### config.mk
export PLATFORM = sky130hd
export DESIGN_NAME = gpu_ins_prefetch_flat
export DESIGN_NICKNAME = d
export VERILOG_FILES = /design/src/rtl/gpu_prefetch_pkg.sv /design/src/rtl/gpu_ins_prefetch_if.sv /design/src/rtl/prefetch_fifo.sv /design/src/rtl/gpu_ins_prefetch.sv /design/src/flat_wrapper.sv
export SDC_FILE = /design/constraint.sdc
export NUM_CORES = 1
export LEC_CHECK = 0
export BUFFER_PORTS_ARGS = -buffer_cell sky130_fd_sc_hd__buf_4
export CORE_ASPECT_RATIO = 0.9
export CORE_UTILIZATION = 52
export CTS_BUF_LIST = sky130_fd_sc_hd__clkbuf_8
export DETAILED_ROUTE_END_ITERATION = 8
export GPL_ROUTABILITY_DRIVEN = 0
export PLACE_DENSITY_LB_ADDON = 0.05
export SKIP_LAST_GASP = 1
export SLEW_MARGIN = 20
export SYNTH_ARGS = -nofsm -noshare
export SYNTH_HDL_FRONTEND = slang
export SYNTH_SLANG_ARGS = --single-unit
### constraint.sdc
create_clock -name sys_clk -period 2.6 [get_ports sys_clk]
set_input_delay 0.52 -clock sys_clk [delete_from_list [all_inputs] [get_ports sys_clk]]
set_output_delay 0.52 -clock sys_clk [all_outputs]
set_load 0.03 [all_outputs]
### src/rtl/gpu_prefetch_pkg.sv
// gpu_prefetch_pkg
//   Shared definitions for the instruction prefetch slice: FSM state
//   encoding and the queue pointer width derived from the queue depth.
package gpu_prefetch_pkg;

  // state    | meaning
  // ST_IDLE  | no fetch outstanding; issue when running and two slots free
  // ST_REQ   | fetch outstanding, data will be queued on ack
  // ST_STALE | fetch outstanding but flushed by a jump; data dropped on ack
  typedef enum logic [1:0] {
    ST_IDLE  = 2'd0,
    ST_REQ   = 2'd1,
    ST_STALE = 2'd2
  } pf_state_e;

  // Pointer width for a power-of-two queue; never below one bit.
  function automatic int ptr_width(input int depth);
    return (depth <= 2) ? 1 : $clog2(depth);
  endfunction

endpackage

### src/rtl/gpu_ins_prefetch_if.sv
// gpu_ins_prefetch_if
//   Bundles the prefetch queue's control, program-RAM fetch bus and
//   instruction-word output bus.
//   master : the prefetch queue (drives fetch_req/addr and the ins_* outputs)
//   slave  : execution controller + program RAM side
interface gpu_ins_prefetch_if
  import gpu_prefetch_pkg::*;
#(
  parameter int ADDR_W = 24,
  parameter int QDEPTH = 4
);
  localparam int LVL_W = ptr_width(QDEPTH) + 1;

  logic              go;
  logic              pc_load;
  logic [ADDR_W-1:0] pc_new;
  logic              fetch_req;
  logic [ADDR_W-1:0] fetch_addr;
  logic              fetch_ack;
  logic [31:0]       fetch_data;
  logic              insrdy;
  logic [15:0]       ins_data;
  logic [ADDR_W-1:0] ins_pc;
  logic              romold;
  logic [LVL_W-1:0]  q_level;

  modport master (
    input  go, pc_load, pc_new, fetch_ack, fetch_data, romold,
    output fetch_req, fetch_addr, insrdy, ins_data, ins_pc, q_level
  );

  modport slave (
    output go, pc_load, pc_new, fetch_ack, fetch_data, romold,
    input  fetch_req, fetch_addr, insrdy, ins_data, ins_pc, q_level
  );
endinterface

### src/rtl/prefetch_fifo.sv
// prefetch_fifo
//   16-bit circular buffer. Writes 0, 1 or 2 words per cycle (wr_d0_i first),
//   reads one word per cycle, synchronous flush.
//   clk_i, rst_i       : clock, synchronous active-high reset
//   flush_i            : empty the buffer next cycle (wins over write/read)
//   wr_cnt_i           : number of words to write (0..2)
//   wr_d0_i, wr_d1_i   : write data, d0 enters before d1
//   rd_en_i            : pop head (ignored when empty)
//   rd_data_o          : head word, forced to 0 when empty
//   rd_valid_o         : head word valid
//   level_o            : words held
module prefetch_fifo
  import gpu_prefetch_pkg::*;
#(
  parameter  int DEPTH = 4,
  localparam int PTR_W = ptr_width(DEPTH),
  localparam int LVL_W = PTR_W + 1
) (
  input  logic             clk_i,
  input  logic             rst_i,
  input  logic             flush_i,
  input  logic [1:0]       wr_cnt_i,
  input  logic [15:0]      wr_d0_i,
  input  logic [15:0]      wr_d1_i,
  input  logic             rd_en_i,
  output logic [15:0]      rd_data_o,
  output logic             rd_valid_o,
  output logic [LVL_W-1:0] level_o
);

  logic [15:0]      mem_q [DEPTH];
  logic [PTR_W-1:0] wr_ptr_q, rd_ptr_q;
  logic [LVL_W-1:0] level_q;
  logic             pop;

  assign rd_valid_o = (level_q != '0);
  assign pop        = rd_en_i && rd_valid_o;
  assign rd_data_o  = rd_valid_o ? mem_q[rd_ptr_q] : 16'h0000;
  assign level_o    = level_q;

  // Storage needs no reset; the head is masked while empty.
  always_ff @(posedge clk_i) begin
    if (!rst_i && !flush_i) begin
      if (wr_cnt_i != 2'd0) mem_q[wr_ptr_q] <= wr_d0_i;
      if (wr_cnt_i == 2'd2) mem_q[wr_ptr_q + PTR_W'(1)] <= wr_d1_i;
    end
  end

  // Pointers wrap naturally because DEPTH is a power of two.
  always_ff @(posedge clk_i) begin
    if (rst_i || flush_i) begin
      wr_ptr_q <= '0;
      rd_ptr_q <= '0;
      level_q  <= '0;
    end else begin
      wr_ptr_q <= wr_ptr_q + PTR_W'(wr_cnt_i);
      if (pop) rd_ptr_q <= rd_ptr_q + PTR_W'(1);
      level_q  <= level_q + LVL_W'(wr_cnt_i) - LVL_W'(pop);
    end
  end

endmodule

### src/rtl/gpu_ins_prefetch.sv
// gpu_ins_prefetch
//   Instruction prefetch queue. Fetches 32-bit longwords from program RAM,
//   splits them into two 16-bit words (high half first) and presents one
//   word per cycle to the execution controller. A jump (pc_load) flushes the
//   queue; a fetch in flight at the jump is completed and its data dropped.
//   sys_clk, reset : clock, synchronous active-high reset
//   bus (master)   : go/pc_load/pc_new control, fetch_req/addr/ack/data RAM
//                    port, insrdy/ins_data/ins_pc/romold word port, q_level
module gpu_ins_prefetch
  import gpu_prefetch_pkg::*;
#(
  parameter int QDEPTH = 4,
  parameter int ADDR_W = 24
) (
  input  logic               sys_clk,
  input  logic               reset,
  gpu_ins_prefetch_if.master bus
);

  localparam int LVL_W = ptr_width(QDEPTH) + 1;

  pf_state_e         state_q, state_d;
  logic [ADDR_W-1:0] fetch_addr_q, fetch_addr_d;
  logic [ADDR_W-1:0] ins_pc_q, ins_pc_d;
  logic              skip_hi_q, skip_hi_d;

  logic [LVL_W-1:0]  level;
  logic              room2;
  logic              accept;
  logic              pop;
  logic [1:0]        wr_cnt;
  logic [15:0]       wr_d0;
  logic              head_valid;

  // Two free slots are reserved at issue so the ack always fits.
  assign room2  = (level <= LVL_W'(QDEPTH - 2));
  assign accept = (state_q == ST_REQ) && bus.fetch_ack && !bus.pc_load;
  assign pop    = bus.romold && head_valid && !bus.pc_load;
  assign wr_cnt = accept ? (skip_hi_q ? 2'd1 : 2'd2) : 2'd0;
  // After a jump to an odd word the high half precedes the target.
  assign wr_d0  = skip_hi_q ? bus.fetch_data[15:0] : bus.fetch_data[31:16];

  prefetch_fifo #(.DEPTH(QDEPTH)) u_fifo (
    .clk_i      (sys_clk),
    .rst_i      (reset),
    .flush_i    (bus.pc_load),
    .wr_cnt_i   (wr_cnt),
    .wr_d0_i    (wr_d0),
    .wr_d1_i    (bus.fetch_data[15:0]),
    .rd_en_i    (pop),
    .rd_data_o  (bus.ins_data),
    .rd_valid_o (head_valid),
    .level_o    (level)
  );

  always_ff @(posedge sys_clk) begin
    if (reset) begin
      state_q      <= ST_IDLE;
      fetch_addr_q <= '0;
      ins_pc_q     <= '0;
      skip_hi_q    <= 1'b0;
    end else begin
      state_q      <= state_d;
      fetch_addr_q <= fetch_addr_d;
      ins_pc_q     <= ins_pc_d;
      skip_hi_q    <= skip_hi_d;
    end
  end

  always_comb begin
    state_d = state_q;
    unique case (state_q)
      ST_IDLE:  if (bus.go && room2 && !bus.pc_load) state_d = ST_REQ;
      ST_REQ: begin
        if (bus.fetch_ack)    state_d = ST_IDLE;
        else if (bus.pc_load) state_d = ST_STALE;
      end
      ST_STALE: if (bus.fetch_ack) state_d = ST_IDLE;
      default:  state_d = ST_IDLE;
    endcase
  end

  always_comb begin
    fetch_addr_d = fetch_addr_q;
    ins_pc_d     = ins_pc_q;
    skip_hi_d    = skip_hi_q;
    if (bus.pc_load) begin
      fetch_addr_d = {bus.pc_new[ADDR_W-1:2], 2'b00};
      ins_pc_d     = {bus.pc_new[ADDR_W-1:1], 1'b0};
      skip_hi_d    = bus.pc_new[1];
    end else begin
      if (accept) begin
        fetch_addr_d = fetch_addr_q + ADDR_W'(4);
        skip_hi_d    = 1'b0;
      end
      if (pop) ins_pc_d = ins_pc_q + ADDR_W'(2);
    end
  end

  assign bus.fetch_req  = (state_q == ST_REQ);
  assign bus.fetch_addr = fetch_addr_q;
  assign bus.ins_pc     = ins_pc_q;
  assign bus.insrdy     = head_valid;
  assign bus.q_level    = level;

endmodule

### src/flat_wrapper.sv
// flat-port wrapper written by rule: the top's interface ports become plain ports
module gpu_ins_prefetch_flat import gpu_prefetch_pkg::*;
#(
  parameter int QDEPTH = 4,
  parameter int ADDR_W = 24
)
  (sys_clk, reset, bus_go, bus_pc_load, bus_pc_new, bus_fetch_ack, bus_fetch_data, bus_romold, bus_fetch_req, bus_fetch_addr, bus_insrdy, bus_ins_data, bus_ins_pc, bus_q_level);
  gpu_ins_prefetch_if #(.ADDR_W(ADDR_W), .QDEPTH(QDEPTH)) bus_i ();
  input  logic sys_clk;
  input  logic reset;
  input wire logic [$bits(bus_i.go)-1:0] bus_go;
  input wire logic [$bits(bus_i.pc_load)-1:0] bus_pc_load;
  input wire logic [$bits(bus_i.pc_new)-1:0] bus_pc_new;
  input wire logic [$bits(bus_i.fetch_ack)-1:0] bus_fetch_ack;
  input wire logic [$bits(bus_i.fetch_data)-1:0] bus_fetch_data;
  input wire logic [$bits(bus_i.romold)-1:0] bus_romold;
  output wire logic [$bits(bus_i.fetch_req)-1:0] bus_fetch_req;
  output wire logic [$bits(bus_i.fetch_addr)-1:0] bus_fetch_addr;
  output wire logic [$bits(bus_i.insrdy)-1:0] bus_insrdy;
  output wire logic [$bits(bus_i.ins_data)-1:0] bus_ins_data;
  output wire logic [$bits(bus_i.ins_pc)-1:0] bus_ins_pc;
  output wire logic [$bits(bus_i.q_level)-1:0] bus_q_level;
  assign bus_i.go = bus_go;
  assign bus_i.pc_load = bus_pc_load;
  assign bus_i.pc_new = bus_pc_new;
  assign bus_i.fetch_ack = bus_fetch_ack;
  assign bus_i.fetch_data = bus_fetch_data;
  assign bus_i.romold = bus_romold;
  assign bus_fetch_req = bus_i.fetch_req;
  assign bus_fetch_addr = bus_i.fetch_addr;
  assign bus_insrdy = bus_i.insrdy;
  assign bus_ins_data = bus_i.ins_data;
  assign bus_ins_pc = bus_i.ins_pc;
  assign bus_q_level = bus_i.q_level;
  gpu_ins_prefetch #(.QDEPTH(QDEPTH), .ADDR_W(ADDR_W)) u_core (.sys_clk(sys_clk), .reset(reset), .bus(bus_i));
endmodule
* Yosys cells after proc, flatten, opt, wreduce, memory -nomap -nowiden
Memories as Yosys holds them, arrays and structs flattened. A register that Yosys moved wholly into a read port is not among the register bits. Cells that the tools add are included.
Word-level totals: memories 1, word-level logic and storage cells 65, bits of input ports 62, register bits after elaboration 58, RAM bits 64, memory bits (read-only) 0, bits in latches 0, output and inout port bits 69
Memory list:
- u_core.u_fifo.mem_q | words 4, bits a word 16, rd ports 1, clocked after Yosys merged registers in 1, write ports 2, line prefetch_fifo.sv:31 | logic [15:0] mem_q [DEPTH];
Cells by class: add/subtract/negate cells 7, $lt $le $gt $ge 1, equality and inequality tests 6, divide/modulo/power cells 0, reduce and logical (&&, ||, !) cells 18, muxes and demuxes 23, multipliers 0, bitwise gates (word level) 0, shifts and indexed selects 0
Operator list (count):
- $mux 24 | 4
- $mux 16 | 2
- $add 24x2->24 const B | 1
- $add 24x3->24 const B | 1
- $mux 2 | 8
- $logic_and 1x1->1 | 8
- $mux 1 | 8
- $pmux 2 s3 | 1
- $reduce_bool 2->1 | 3
- $add 2x1->2 const B | 2
- $eq 2x2->1 const B | 2
- $add 3x2->3 | 1
- $le 3x2->1 const B | 1
- $ne 3x3->1 const B | 1
- $reduce_and 3->1 | 1
- $reduce_bool 3->1 | 1
- $sub 3x1->3 | 1
- $add 2x2->2 | 1
- $eq 2x1->1 const B | 1
- $logic_not 1->1 | 2
- $logic_not 2->1 | 1
- $ne 2x1->1 const B | 1
- $ne 2x2->1 const B | 1
- $reduce_or 2->1 | 1
- $logic_or 1x1->1 | 1

* Depth between registers and ports, before layout
word-level depth 8, gate-level depth with buffers 12

* Hierarchy
Synthesis repeated with hierarchy kept, for this count alone.
Unflattened totals: cell total of the unflattened synthesis 585, area total of the unflattened synthesis 6701.4 sq um
Modules (own cells, without submodules):
- prefetch_fifo | times used 1, area each 3726.1 sq um, cells each 234
- gpu_ins_prefetch | times used 1, area each 2975.4 sq um, cells each 351

* Least setup slack after synthesis
OpenSTA, ideal clock, no wires.
path kind in2reg, start point in bus_pc_load, end point reg u_core.u_fifo.level_q[2] (netlist: u_core.u_fifo.level_o[2]), library setup time 0.118 ns, buffers on the path 3, arrival time 2.529 ns, setup slack -0.047 ns, required time 2.482 ns, cell stages on the path 12, cells stage by stage buf_2 -> clkbuf_1 -> buf_1 -> nor2_1 -> ha_1 -> inv_1 -> ha_1 -> inv_1 -> fa_1 -> xnor2_1 -> xnor2_1 -> nor2_1
On the way: elaborated cells on any way between the ends 8
RTL lines:
- start: declaration | line flat_wrapper.sv:12 | input wire logic [$bits(bus_i.pc_load)-1:0] bus_pc_load;
- $logic_not 1->1 | line gpu_ins_prefetch.sv:38 | assign pop = bus.romold && head_valid && !bus.pc_load;
- $logic_and 1x1->1 | line gpu_ins_prefetch.sv:38
- $logic_and 1x1->1 | line prefetch_fifo.sv:37 | assign pop = rd_en_i && rd_valid_o;
- named net u_core.u_fifo.pop | line prefetch_fifo.sv:34 | logic pop;
- $sub 3x1->3 | line prefetch_fifo.sv:58 | level_q <= level_q + LVL_W'(wr_cnt_i) - LVL_W'(pop);
- end signal: assignment | line prefetch_fifo.sv:58
- end: declaration | line prefetch_fifo.sv:33 | logic [LVL_W-1:0] level_q;
The timed path passes the listed nets, and every way through them passes these cells. A chain may end at the register's enable or synchronous reset.

==> run metrics <==
IO Count 131; Post-Synthesis Cells 551; Final Max Tran Viols 0; Core Region 12,000 um^2; Root Driver clkbuf_8; Worst setup endpoint bus_ins_data[1]; Critical Path Most Common Cell buf_4; Residual DRC 0; Final Instance Area 8000 um^2; RSZ-0062 raised after global routing false; Setup violations, final 0; register bit total from synthesis 121; number of flops mapped to enable cells by yosys 64; f_max 401 MHz; gr usage total 0.261; Starting Density 0.532; arrival time at the worst endpoint 1.97 ns; outcome finished, final reports clean; total power 4420 uW; n_diodes 0; Area contributors post-synth edfxtp_1 30%, dfxtp_1 18%, mux2_2 11%, mux4_2 5.6%, xnor2_1 2.6%; post-CTS setup buffer count 0; pwr dens 552 nW/um^2; Site Rows 38; sequential fraction of the synthesis area 0.478; RR Startpoint u_core.skip_hi_q; Die ar. 12,800 um^2; FILL cells 969; die span in y 107 um; Tightest Pin Transition 0.735 ns; Hold Buf Count CTS 0; DRT iter0 DRCs 448; Clock Latency Late Sink 0.44 ns; vias 5,029; R2R Path End u_core.u_fifo.level_o[2]; ys async rst share 0; First-pass DRT Iterations 5; Syn-to-layout area delta 25.0%; port bufs 126; fin nets 756; number of CTS-inserted buffers 17; Remaining Overflow, GRT 0; post-CTS resize count 0; Distinct cells, synth 54; period utilization 0.958; first-pass GRT wire length 25.1 mm; clk_skew 0.00800 ns; CTS sink count 121; clk buf depth 2; detailed placement HPWL 11.1 mm; reg2reg setup slack 0.36 ns; Setup Crit Path Kind flip-flop to primary output; dpl cell area 7630 um^2; worst vdd ir 0.429 mV; H-tree levels 4; vias in the first global route 4,722; Reg2Reg Depth 8; post-synth top area share 0.300; Layout Utilization 0.665; CTS tree done; Setup TNS 0 ns; min-delay worst type input port to flip-flop; clock-pin slew on the worst setup and hold paths 0.07 ns; Worst setup SP type flip-flop; Yosys warnings 0; Hold WS 0.296 ns; slew margin rel. 0.506; initial antenna violation count 0; Routed Wire Length 16.1 mm; Crit. End Element primary output; Slowest-stage cell, CP mux4_2; Synth Flop Type edfxtp_1; WL/cell 18.7 um; post-synth top area cell edfxtp_1; synthesized area per cell 11.6 um^2; CP peak stage delay 0.56 ns; CP required 2.08 ns; Max-cap violations 0; die width 119 um; Final min period 2.49 ns; Via density 5.85; share of cells above drive strength 1 0.386; CP max FO 16; final hold violations 0; Critical Path, Cell by Cell buf_4 -> mux4_2 -> nor2b_1 -> buf_4; leakage power 0.00298 uW; antenna viol nets, final 0; largest net degree at the start of global routing 34; synthesized area 6400 um^2
[synthesized netlist by cell type, types with 3 or more instances]
cell type and instances:
ha_1 6, inv_1 16, o21a_1 17, buf_4 5, edfxtp_1 64, nor2b_1 19
and3_1 6, nand4_1 10, a31oi_1 7, nand2_1 20, clkbuf_1 20, and4_1 10
xor2_1 7, dfxtp_1 57, mux2i_1 4, nand3_1 14, nor4_1 19, o31ai_1 4
a21boi_0 22, nor3b_1 3, nor3_1 17, nand2b_1 3, mux4_2 16, a211oi_1 4
o31a_1 13, mux2_2 64, and2_1 3, or3_1 8, a21oi_1 9, nor2_1 21
buf_2 11, o21ai_0 8, xnor2_1 19
[kinds of logic (layout without fill, tap and decap cells)]
logic type / count (synthesis) / in the layout / synth area share
simple gates: 165 / 165 / 0.149
compound gates: 94 / 94 / 0.110
flops: 121 / 121 / 0.478
mux: 84 / 84 / 0.175
buf+inv: 53 / 200 / 0.0361
other cells: 1 / 3 / 0.000586
xor+xnor: 26 / 26 / 0.0356
fa+ha+maj: 7 / 7 / 0.0148
[metrics by stage]
stage	cells	worst slack, ns
floorplan	553	0.0126
global placement	828	0.293
detailed placement	828	0.189
CTS	860	0.0501
global route	860	0.00481
finish	860	0.109
[per-layer routing]
metal	up-vias	track usage	share of wire
met2	167	0.385	0.47
met4	0	0.0805	0.011
met5	-	0	0
met3	17	0.0731	0.059
met1	2467	0.372	0.46
li1	2378	-	-
[final cells by class]
type                    count  area [um^2]  area share
flip-flops and latches    121         3060       0.383
clock buffers              17          234      0.0292
clock inverters            15          141      0.0177
multi-input cells         379         3130       0.391
repair buffers            152         1180       0.147
inverters                  16         60.1     0.00750
well taps                 160          200      0.0250
[flip-flops by register name, summed over array words and instances (netlist names), named ones only]
register and flops:
u_core.u_fifo.mem_q 64, u_core.state_q 2, u_core.u_fifo.level_o 3, u_core.bus.ins_pc 23
u_core.u_fifo.rd_ptr_q 2, u_core.u_fifo.wr_ptr_q 2, u_core.bus.fetch_addr 22, u_core.skip_hi_q 1
[report_power, final]
part / switching, uW / total (uW) / internal, uW
Clock: 732 / 1640 / 913
Sequential: 71.1 / 2140 / 2070
Combinational: 332 / 634 / 302
[how the worst min path moves through the flow]
| stage | startpoint | end | slack [ns] | depth (start not counted) |
|---|---|---|---|---|
| floorplan | u_core.state_q[1] | u_core.state_q[0] | 0.44 | 1 |
| global placement | u_core.state_q[1] | u_core.state_q[0] | 0.49 | 1 |
| detailed placement | u_core.state_q[1] | u_core.state_q[0] | 0.50 | 1 |
| CTS | bus_fetch_ack | u_core.state_q[1] | 0.26 | 2 |
| global route | bus_fetch_ack | u_core.state_q[1] | 0.28 | 2 |
| finish | bus_fetch_ack | u_core.state_q[1] | 0.30 | 2 |
[worst max-delay path: cells and delay by family, from the launching register on]
kind	cells	cell delay (ns)
buffers and inverters	2	0.50
multiplexers	1	0.56
AND/OR/NAND/NOR	1	0.15
flip-flops	1	0.31
[cell usage in the layout, fill, tap and decap left out, types with 3 or more instances in the layout]
cell type / instances
a211oi_1: 4
a21boi_0: 22
a21oi_1: 9
a31oi_1: 7
and2_1: 3
and3_1: 6
and4_1: 10
buf_12: 3
buf_4: 149
bufinv_16: 3
clkbuf_8: 17
clkinv_1: 5
clkinv_2: 5
conb_1: 3
dfxtp_1: 57
edfxtp_1: 64
ha_1: 6
inv_1: 18
mux2_2: 64
mux2i_1: 4
mux4_2: 16
nand2_1: 20
nand2b_1: 3
nand3_1: 14
nand4_1: 10
nor2_1: 21
nor2b_1: 19
nor3_1: 15
nor3b_1: 3
nor4_1: 19
o21a_1: 17
o21ai_0: 8
o31a_1: 13
o31ai_1: 4
or3_1: 8
xnor2_1: 19
xor2_1: 7
Power figures use the tool's default switching activity.
